==> src/rtl/bus_arbiter.sv <==
// Two-master (CPU/DMA) arbiter and 8085-style bus sequencer running T1/T2/Tw/T3
// with programmable wait states and MEM_READY stretching; all flops switch on the falling clock edge.
module bus_arbiter #(
    parameter int unsigned WAIT_CYCLES = 2
) (
    input  logic        clock,
    input  logic        reset_in,
    input  logic        cpu_req,
    input  logic        cpu_wr,
    input  logic        cpu_io_mn,
    input  logic [15:0] cpu_add,
    input  logic [7:0]  cpu_dout,
    output logic        cpu_ready,
    output logic [7:0]  cpu_din,
    input  logic        dma_req,
    input  logic        dma_wr,
    input  logic        dma_io_mn,
    input  logic [15:0] dma_add,
    input  logic [7:0]  dma_dout,
    output logic        dma_ready,
    output logic [7:0]  dma_din,
    output logic [1:0]  grant,
    output logic [15:0] ADD,
    output logic [7:0]  DATA_OUT,
    output logic        DATA_OE,
    input  logic [7:0]  DATA_IN,
    output logic        RDn,
    output logic        WRn,
    output logic        IO_Mn,
    input  logic        MEM_READY,
    output logic [2:0]  bus_state
);

    typedef enum logic [2:0] {
        S_IDLE   = 3'd0,
        S_ADDR   = 3'd1,
        S_STROBE = 3'd2,
        S_WAIT   = 3'd3,
        S_DONE   = 3'd4
    } state_t;

    state_t      state, state_n;
    logic [3:0]  cnt, cnt_n;
    logic        last_dma, last_n;
    logic        wr_q, wr_n;
    logic        pick_dma;
    logic [1:0]  grant_n;
    logic [15:0] add_n;
    logic [7:0]  dout_n, cpu_din_n, dma_din_n;
    logic        oe_n, rdn_n, wrn_n, io_n, cpu_rdy_n, dma_rdy_n;

    assign bus_state = state;

    always_comb begin
        state_n   = state;
        cnt_n     = cnt;
        last_n    = last_dma;
        wr_n      = wr_q;
        grant_n   = grant;
        add_n     = ADD;
        dout_n    = DATA_OUT;
        oe_n      = DATA_OE;
        rdn_n     = RDn;
        wrn_n     = WRn;
        io_n      = IO_Mn;
        cpu_rdy_n = 1'b0;
        dma_rdy_n = 1'b0;
        cpu_din_n = cpu_din;
        dma_din_n = dma_din;
        // DMA wins when alone, or on a tie when the CPU was served last
        pick_dma  = dma_req && (!cpu_req || !last_dma);

        case (state)
            S_IDLE: begin
                grant_n = '0;
                if (cpu_req || dma_req) begin
                    state_n = S_ADDR;
                    grant_n = pick_dma ? 2'b10 : 2'b01;
                    add_n   = pick_dma ? dma_add   : cpu_add;
                    dout_n  = pick_dma ? dma_dout  : cpu_dout;
                    io_n    = pick_dma ? dma_io_mn : cpu_io_mn;
                    wr_n    = pick_dma ? dma_wr    : cpu_wr;
                    oe_n    = pick_dma ? dma_wr    : cpu_wr;
                end
            end
            S_ADDR: begin
                state_n = S_STROBE;
                rdn_n   = wr_q;
                wrn_n   = !wr_q;
                cnt_n   = 4'(WAIT_CYCLES);
            end
            S_STROBE, S_WAIT: begin
                // STROBE and WAIT share the countdown; a zero count with MEM_READY ends the access
                state_n = S_WAIT;
                if (cnt != '0) begin
                    cnt_n = cnt - 4'd1;
                end else if (MEM_READY) begin
                    state_n = S_DONE;
                    rdn_n   = 1'b1;
                    wrn_n   = 1'b1;
                    oe_n    = 1'b0;
                    last_n  = grant[1];
                    if (grant[1]) begin
                        dma_rdy_n = 1'b1;
                        if (!wr_q) dma_din_n = DATA_IN;
                    end else begin
                        cpu_rdy_n = 1'b1;
                        if (!wr_q) cpu_din_n = DATA_IN;
                    end
                end
            end
            S_DONE: begin
                state_n = S_IDLE;
                grant_n = '0;
            end
            default: begin
                state_n = S_IDLE;
                grant_n = '0;
            end
        endcase
    end

    always_ff @(negedge clock or posedge reset_in) begin
        if (reset_in) begin
            state     <= S_IDLE;
            cnt       <= '0;
            last_dma  <= 1'b1;
            wr_q      <= 1'b0;
            grant     <= '0;
            ADD       <= '0;
            DATA_OUT  <= '0;
            DATA_OE   <= 1'b0;
            RDn       <= 1'b1;
            WRn       <= 1'b1;
            IO_Mn     <= 1'b0;
            cpu_ready <= 1'b0;
            dma_ready <= 1'b0;
            cpu_din   <= '0;
            dma_din   <= '0;
        end else begin
            state     <= state_n;
            cnt       <= cnt_n;
            last_dma  <= last_n;
            wr_q      <= wr_n;
            grant     <= grant_n;
            ADD       <= add_n;
            DATA_OUT  <= dout_n;
            DATA_OE   <= oe_n;
            RDn       <= rdn_n;
            WRn       <= wrn_n;
            IO_Mn     <= io_n;
            cpu_ready <= cpu_rdy_n;
            dma_ready <= dma_rdy_n;
            cpu_din   <= cpu_din_n;
            dma_din   <= dma_din_n;
        end
    end

endmodule

==> config.mk <==
export PLATFORM = sky130hd
export DESIGN_NAME = bus_arbiter
export DESIGN_NICKNAME = d
export VERILOG_FILES = /design/src/rtl/bus_arbiter.sv
export SDC_FILE = /design/constraint.sdc
export NUM_CORES = 1
export LEC_CHECK = 0
export CORE_UTILIZATION = 43
export CTS_BUF_LIST = sky130_fd_sc_hd__clkbuf_2
export CTS_CLUSTER_SIZE = 12
export DETAILED_ROUTE_END_ITERATION = 12
export GPL_TIMING_DRIVEN = 0
export PLACE_DENSITY = 0.85
export SLEW_MARGIN = 25
export SYNTH_ARGS = -nofsm -noshare
export SYNTH_HDL_FRONTEND = slang
export SYNTH_SLANG_ARGS = --single-unit
==> constraint.sdc <==
create_clock -name clock -period 2.5 [get_ports clock]
set_input_delay 0.75 -clock clock [delete_from_list [all_inputs] [get_ports clock]]
set_output_delay 0.75 -clock clock [all_outputs]
set_load 0.02 [all_outputs]
==> impl_metrics.py, run 1 <==
metrics = {
    "final_layout": {
        "finish.instance_area_um2": 4930,
        "antenna_cells": 0,
        "area_delta_synth_final_pct": 85.5,
        "fin_nets": 427,
        "n_fill_cell": 291,
        "drive_gt1_frac": 0.581,
    },
    "timing": {
        "holdWs_ns": 0.457,
        "max_slew_margin": 0.452,
        "finalHoldViolCount": 0,
        "rsz0062_at_grt": "true",
        "setup_viol": 98,
        "final_max_slew_viol_count": 0,
        "tightest_slew_ns": 0.820,
        "skew_ns": 0.0966,
        "setup_slack_ns": -0.660,
    },
    "yosys": {
        "async_reset_ff_frac": 1.00,
        "yosysTopAreaCell": "dfrtn_1",
        "synth-edff-count": 0,
        "synth_xor_area_frac": 0,
        "ys.warnings.count": 0,
        "muxShareOfSynthArea": 0.313,
        "synthSimpleGateAreaFrac": 0.0659,
        "ys_seq_area_frac": 0.538,
        "synth_top_area_frac": 0.508,
        "synth.distinct_cells": 32,
        "netlist_area_um2": 2660,
        "synth-compound-area-share": 0.0376,
        "synth-seq-cells": 57,
        "syn-num-nets": 256,
        "synthCells": 189,
        "synthAdderAreaFrac": 0.00941,
        "dominantRegCellSynth": "dfrtn_1",
        "avgSynthCellArea_um2": 14.1,
        "synth_top_family_by_area": "multiplexers",
        "synth_area_leaders": "dfrtn_1 (51%), mux2_2 (25%), mux2_4 (4.5%)",
    },
    "setup_path": {
        "crit_slowest_cell": "dfstp_2",
        "reg2reg_depth": 6,
        "cpPeakStageDelay_ns": 0.56,
        "cp-start-kind": "flop",
        "cp_cell_sequence": "buf_6",
        "cp.depth": 1,
        "crit_family": "flip-flops",
        "required_ns": 1.75,
        "cp.arrival_ns": 2.41,
        "crit_fanout": 2,
        "critPathKind": "flop to output port",
        "path_buf_inv": 1,
        "endpoint_kind": "output port",
    },
    "placed_design": {
        "place.gp.congestion": 0.785,
        "dp_hpwl_um": 5170,
        "numPortBuffers": 115,
        "place_area_um2": 4200,
    },
    "grt": {
        "grt.met3_usage": 0.0545,
        "track_usage": 0.263,
        "grt_start_max_net_pins": 22,
        "grt_pass1_wl_um": 12400,
        "grt_use_met1": 0.296,
        "grt_pass1_vias": 2405,
        "use_met2": 0.468,
        "grt_busiest_layer": "met2",
        "antenna_found_initial": 0,
        "overflow": 0,
    },
    "pwr": {
        "power.total_w": 0.00590,
        "irDropWorstVdd_v": 0.000732,
        "power.leakage_nw": 2.38,
        "p_per_area_nw_per_um2": 1200,
    },
    "floorplanning": {
        "dieArea_um2": 6500,
        "rows": 28,
        "ios": 116,
        "die_y_um": 80.7,
        "start_util": 0.447,
        "core_um2": 5960,
        "die_w_um": 80.7,
    },
    "clock_network": {
        "htree_levels": 3,
        "cts_made_buffers": 9,
        "cts_sinks": 57,
        "clk_pin_slew_worst_paths_ns": 0.11,
        "worst_skew_pair.late_latency_ns": 0.48,
        "cts_tree": "yes",
        "clock_path_buffers": 2,
        "cts-root-buf": "clkbuf_2",
        "hold_buffers": 0,
    },
    "route": {
        "via_count": 2286,
        "drt_iter0_markers": 78,
        "drt-pass1-iter-count": 4,
        "wire_per_inst_um": 21.7,
        "drc": 0,
        "drt_wl_total_um": 9560,
        "via_per_inst": 5.20,
        "ant_nets": 0,
    },
    "hold_path": {
        "hold_depth": 1,
        "hold_class": "flop to flop",
    },
    "run_status": {
        "violations": "setup timing",
        "status": "finished, violations left",
    },
    "job": {
        "max_cap_viol_count": 0,
    },
}
registers in the layout (all words and copies together) (netlist names):
signal / count
dma_ready: 1
WRn: 1
grant: 2
RDn: 1
DATA_OUT: 8
wr_q: 1
ADD: 16
dma_din: 8
cpu_din: 8
IO_Mn: 1
DATA_OE: 1
last_dma: 1
cpu_ready: 1
bus_state: 3
cnt: 4
what timing repair did:
| item | CTS | global route |
|---|---|---|
| setup buffers | 29 | 14 |
| resized for setup | 353 | 9 |
| setup endpoints to repair | 106 | 98 |
| pin swaps | 3 | 3 |
| cloned | 1 | 0 |
per-layer routing:
metal | vias to the layer above | part of all wire
met1 | 1164 | 0.39
met4 | 0 | 0.036
met3 | 26 | 0.046
li1 | 1016 | -
met2 | 80 | 0.53
met5 | - | 0
final timing paths:
kind / startpoint / end / slack [ns]
worst max-delay path: WRn / WRn / -0.66
worst min-delay path: cnt[0] / cnt[0] / 0.46
worst max register to register: bus_state[2] / dma_din[5] / 0.50
worst min register to register: cnt[0] / cnt[0] / 0.46
max in group asynchronous: reset_in / WRn / 0.16
min in group asynchronous: reset_in / dma_din[0] / 1.83
synthesized netlist by cell type, types with 2 or more instances:
master / instances
a22oi_1: 2
or2_2: 2
o21ai_0: 5
mux2_2: 58
dfstp_2: 3
mux2i_1: 6
buf_2: 5
ha_1: 2
mux2_4: 8
a21oi_1: 2
dfrtn_1: 54
nand2_1: 5
nor3b_1: 3
inv_1: 7
buf_6: 3
nor2_1: 8
cell type report:
cell class | count | area, µm² | area share
Multi-Input combinational cell | 115 | 1440 | 0.292
Clock inverter | 10 | 130 | 0.0264
Timing Repair Buffer | 160 | 1660 | 0.337
Sequential cell | 57 | 1430 | 0.290
Tap cell | 75 | 93.8 | 0.0190
Clock buffer | 9 | 45.0 | 0.00913
Inverter | 6 | 26.3 | 0.00532
Buffer | 8 | 104 | 0.0210
logic make-up after synthesis:
family	count (synthesis)
AND/OR/NAND/NOR	26
AO/OA/AOI/OAI	15
flip-flops	57
adder cells (fa/ha/maj)	2
buffers and inverters	17
multiplexers	72
stage by stage:
| step | instances | utilization | setup TNS, ns | setup slack (ns) |
|---|---|---|---|---|
| after floorplan | 189 | - | -28.54 | -0.664 |
| after global placement | 379 | 0.697 | -132.90 | -1.40 |
| after detailed placement | 381 | 0.706 | -106.27 | -1.42 |
| after CTS | 427 | 0.805 | -38.38 | -0.667 |
| after global routing | 440 | 0.829 | -43.48 | -0.715 |
| final | 440 | 0.829 | -41.43 | -0.660 |
power by group:
| part | internal, W | switching [W] | leakage (nW) | total [W] |
|---|---|---|---|---|
| sequential | 0.00140 | 0.000387 | 0.694 | 0.00178 |
| combinational | 0.00192 | 0.00135 | 1.58 | 0.00327 |
| clock | 0.000437 | 0.000418 | 0.104 | 0.000854 |
| total | 0.00375 | 0.00215 | 2.38 | 0.00590 |
layout by cell type (no fill, tap or decap), drive strengths merged, types with 3 or more instances in the layout:
| cell type | n |
|---|---|
| nor3b | 3 |
| dfstp | 3 |
| mux2 | 66 |
| nand2 | 5 |
| clkdlybuf4s50 | 61 |
| o21ai | 5 |
| buf | 107 |
| inv | 8 |
| mux2i | 6 |
| dfrtn | 54 |
| nor2 | 8 |
| clkinvlp | 3 |
| bufinv | 3 |
| clkbuf | 9 |
Power figures use the tool's default switching activity.
==> run 2: changes to the inputs <==
==> constraint.sdc (replaced) <==
create_clock -name clock -period 2.5 [get_ports clock]
set_input_delay 0.25 -clock clock [delete_from_list [all_inputs] [get_ports clock]]
set_output_delay 0.25 -clock clock [all_outputs]
set_load 0.02 [all_outputs]
==> run 2 against run 1 <==
Effect of this change: clock skew decreased by 0.00072 ns; highest routed layer unchanged; the flow still finishes with violations (setup timing); largest power group unchanged; die area unchanged; final cell count increased by 0.91%; via count increased by 0.83%; sequential power about the same; critical path type unchanged.
==> impl_metrics.py, run 2 (synthesis gave the netlist of run 1 again) <==
metrics = {
    "run_status": {
        "status": "finished, violations left",
        "violations": "setup timing",
    },
    "clock_network": {
        "cts_made_buffers": 9,
        "htree_levels": 3,
        "hold_buffers": 0,
        "worst_skew_pair.late_latency_ns": 0.51,
        "clk_pin_slew_worst_paths_ns": 0.13,
        "cts_sinks": 57,
        "cts-root-buf": "clkbuf_2",
        "cts_tree": "yes",
        "clock_path_buffers": 2,
    },
    "floorplanning": {
        "start_util": 0.447,
        "die_w_um": 80.7,
        "dieArea_um2": 6500,
        "die_y_um": 80.7,
        "ios": 116,
        "core_um2": 5960,
        "rows": 28,
    },
    "final_layout": {
        "final_cell_mix": "clkdlybuf4s50_1 (61), buf_6 (56), dfrtn_1 (54)",
        "area_delta_synth_final_pct": 78.7,
        "layout_commonest_cell": "clkdlybuf4s50_1",
        "fin_nets": 431,
        "largest_reg_flops": 16,
        "drive_gt1_frac": 0.564,
        "registers.top_by_ff_count": "ADD",
        "antenna_cells": 0,
        "utilization": 0.798,
    },
    "grt": {
        "overflow": 0,
        "antenna_found_initial": 0,
        "grt_pass1_wl_um": 12300,
        "grt_pass1_vias": 2371,
        "grt_start_max_net_pins": 33,
        "track_usage": 0.267,
    },
    "route": {
        "drc": 0,
        "via_per_inst": 5.19,
        "wire_per_inst_um": 20.3,
        "drt_wl_total_um": 9020,
        "ant_nets": 0,
        "via_count": 2305,
        "drt_iter0_markers": 76,
        "drt-pass1-iter-count": 4,
    },
    "timing": {
        "final_max_slew_viol_count": 0,
        "finalHoldViolCount": 0,
        "tightest_slew_ns": 0.659,
        "max_slew_margin": 0.560,
        "tns_ns": -2.04,
        "setup_slack_ns": -0.167,
        "skew_ns": 0.0958,
        "setup_viol": 40,
        "rsz0062_at_grt": "true",
    },
    "setup_path": {
        "critPathKind": "flop to output port",
        "path_buf_inv": 1,
        "endpoint_kind": "output port",
        "cpPeakStageDelay_ns": 0.55,
        "r2r_slack_ns": 0.49,
        "reg2reg_depth": 6,
        "crit_slowest_cell": "dfstp_2",
        "crit_fanout": 2,
        "cp.arrival_ns": 2.42,
        "cp-start-kind": "flop",
        "required_ns": 2.25,
        "cp.depth": 1,
        "crit_family": "flip-flops",
        "cp_cell_sequence": "buf_6",
    },
    "pwr": {
        "pwr-share-comb": 0.555,
        "p_per_area_nw_per_um2": 1190,
        "seq_power_share": 0.311,
        "p_switching_w": 0.00208,
        "power.leakage_nw": 2.27,
        "irDropWorstVdd_v": 0.000690,
        "power.total_w": 0.00565,
        "p_clk_frac": 0.133,
        "power.internal_w": 0.00357,
        "switching_share": 0.368,
    },
    "placed_design": {
        "dp_hpwl_um": 5240,
        "numPortBuffers": 115,
        "place.gp.congestion": 0.746,
    },
    "hold_path": {
        "hold_depth": 1,
        "hold_class": "flop to flop",
    },
    "job": {
        "max_cap_viol_count": 0,
    },
}
[run 2: metal layers]
metal / share of wire / wire length, µm / global-route usage / vias to the layer above
met3: 0.056 / 506 / 0.0614 / 33
met1: 0.38 / 3440 / 0.290 / 1152
li1: - / - / - / 1027
met4: 0.042 / 378 / 0.154 / 0
met5: 0 / 0 / 0 / -
met2: 0.52 / 4700 / 0.470 / 93
[run 2: power by group through the flow]
stage	Sequential [W]	Clock, W	Combinational (W)
final	0.00176	0.000752	0.00314
after global routing	0.00180	0.000804	0.00328
after CTS	0.00172	0.000739	0.00296
after detailed placement	0.00169	0.00000998	0.00257
after global placement	0.00165	0.00000998	0.00249
after floorplan	0.00210	0.00000998	0.00105
[run 2: worst paths after layout]
| kind | to | from |
|---|---|---|
| worst min-delay path | cnt[0] | cnt[0] |
| min in group asynchronous | dma_din[4] | reset_in |
| worst max-delay path | WRn | WRn |
| max in group asynchronous | WRn | reset_in |
| worst min register to register | cnt[0] | cnt[0] |
| worst max register to register | dma_din[0] | bus_state[1] |
[run 2: cell type report]
type | count | area (µm²)
clock inverter | 10 | 106
timing repair buffer | 163 | 1620
clock buffer | 9 | 45.0
tap | 75 | 93.8
sequential | 57 | 1430
buffer | 9 | 104
fill | 316 | 1200
multi-input combinational | 115 | 1330
inverter | 6 | 26.3
[run 2: timing repair]
item	4_1_cts	5_1_grt
cloned	1	0
endpoints found under the setup margin	94	64
pin swaps	3	1
gates resized for setup	316	6
setup buffers	33	12
[run 2: metrics by stage]
step / setup slack, ns / area, µm² / std cells / hold WS (ns)
detailed placement: -0.954 / 4180 / 381 / 0.439
CTS: -0.148 / 4670 / 433 / 0.462
global placement: -0.916 / 4140 / 379 / 0.438
global route: -0.203 / 4750 / 444 / 0.481
floorplan: -0.182 / 2890 / 189 / 0.415
finish: -0.167 / 4750 / 444 / 0.454
==> run 3: changes to the inputs <==
CTS_CLUSTER_DIAMETER = 80   (was not set)
==> results of run 3 <==
The final DEF is identical to that of run 2; final timing and power are the same.
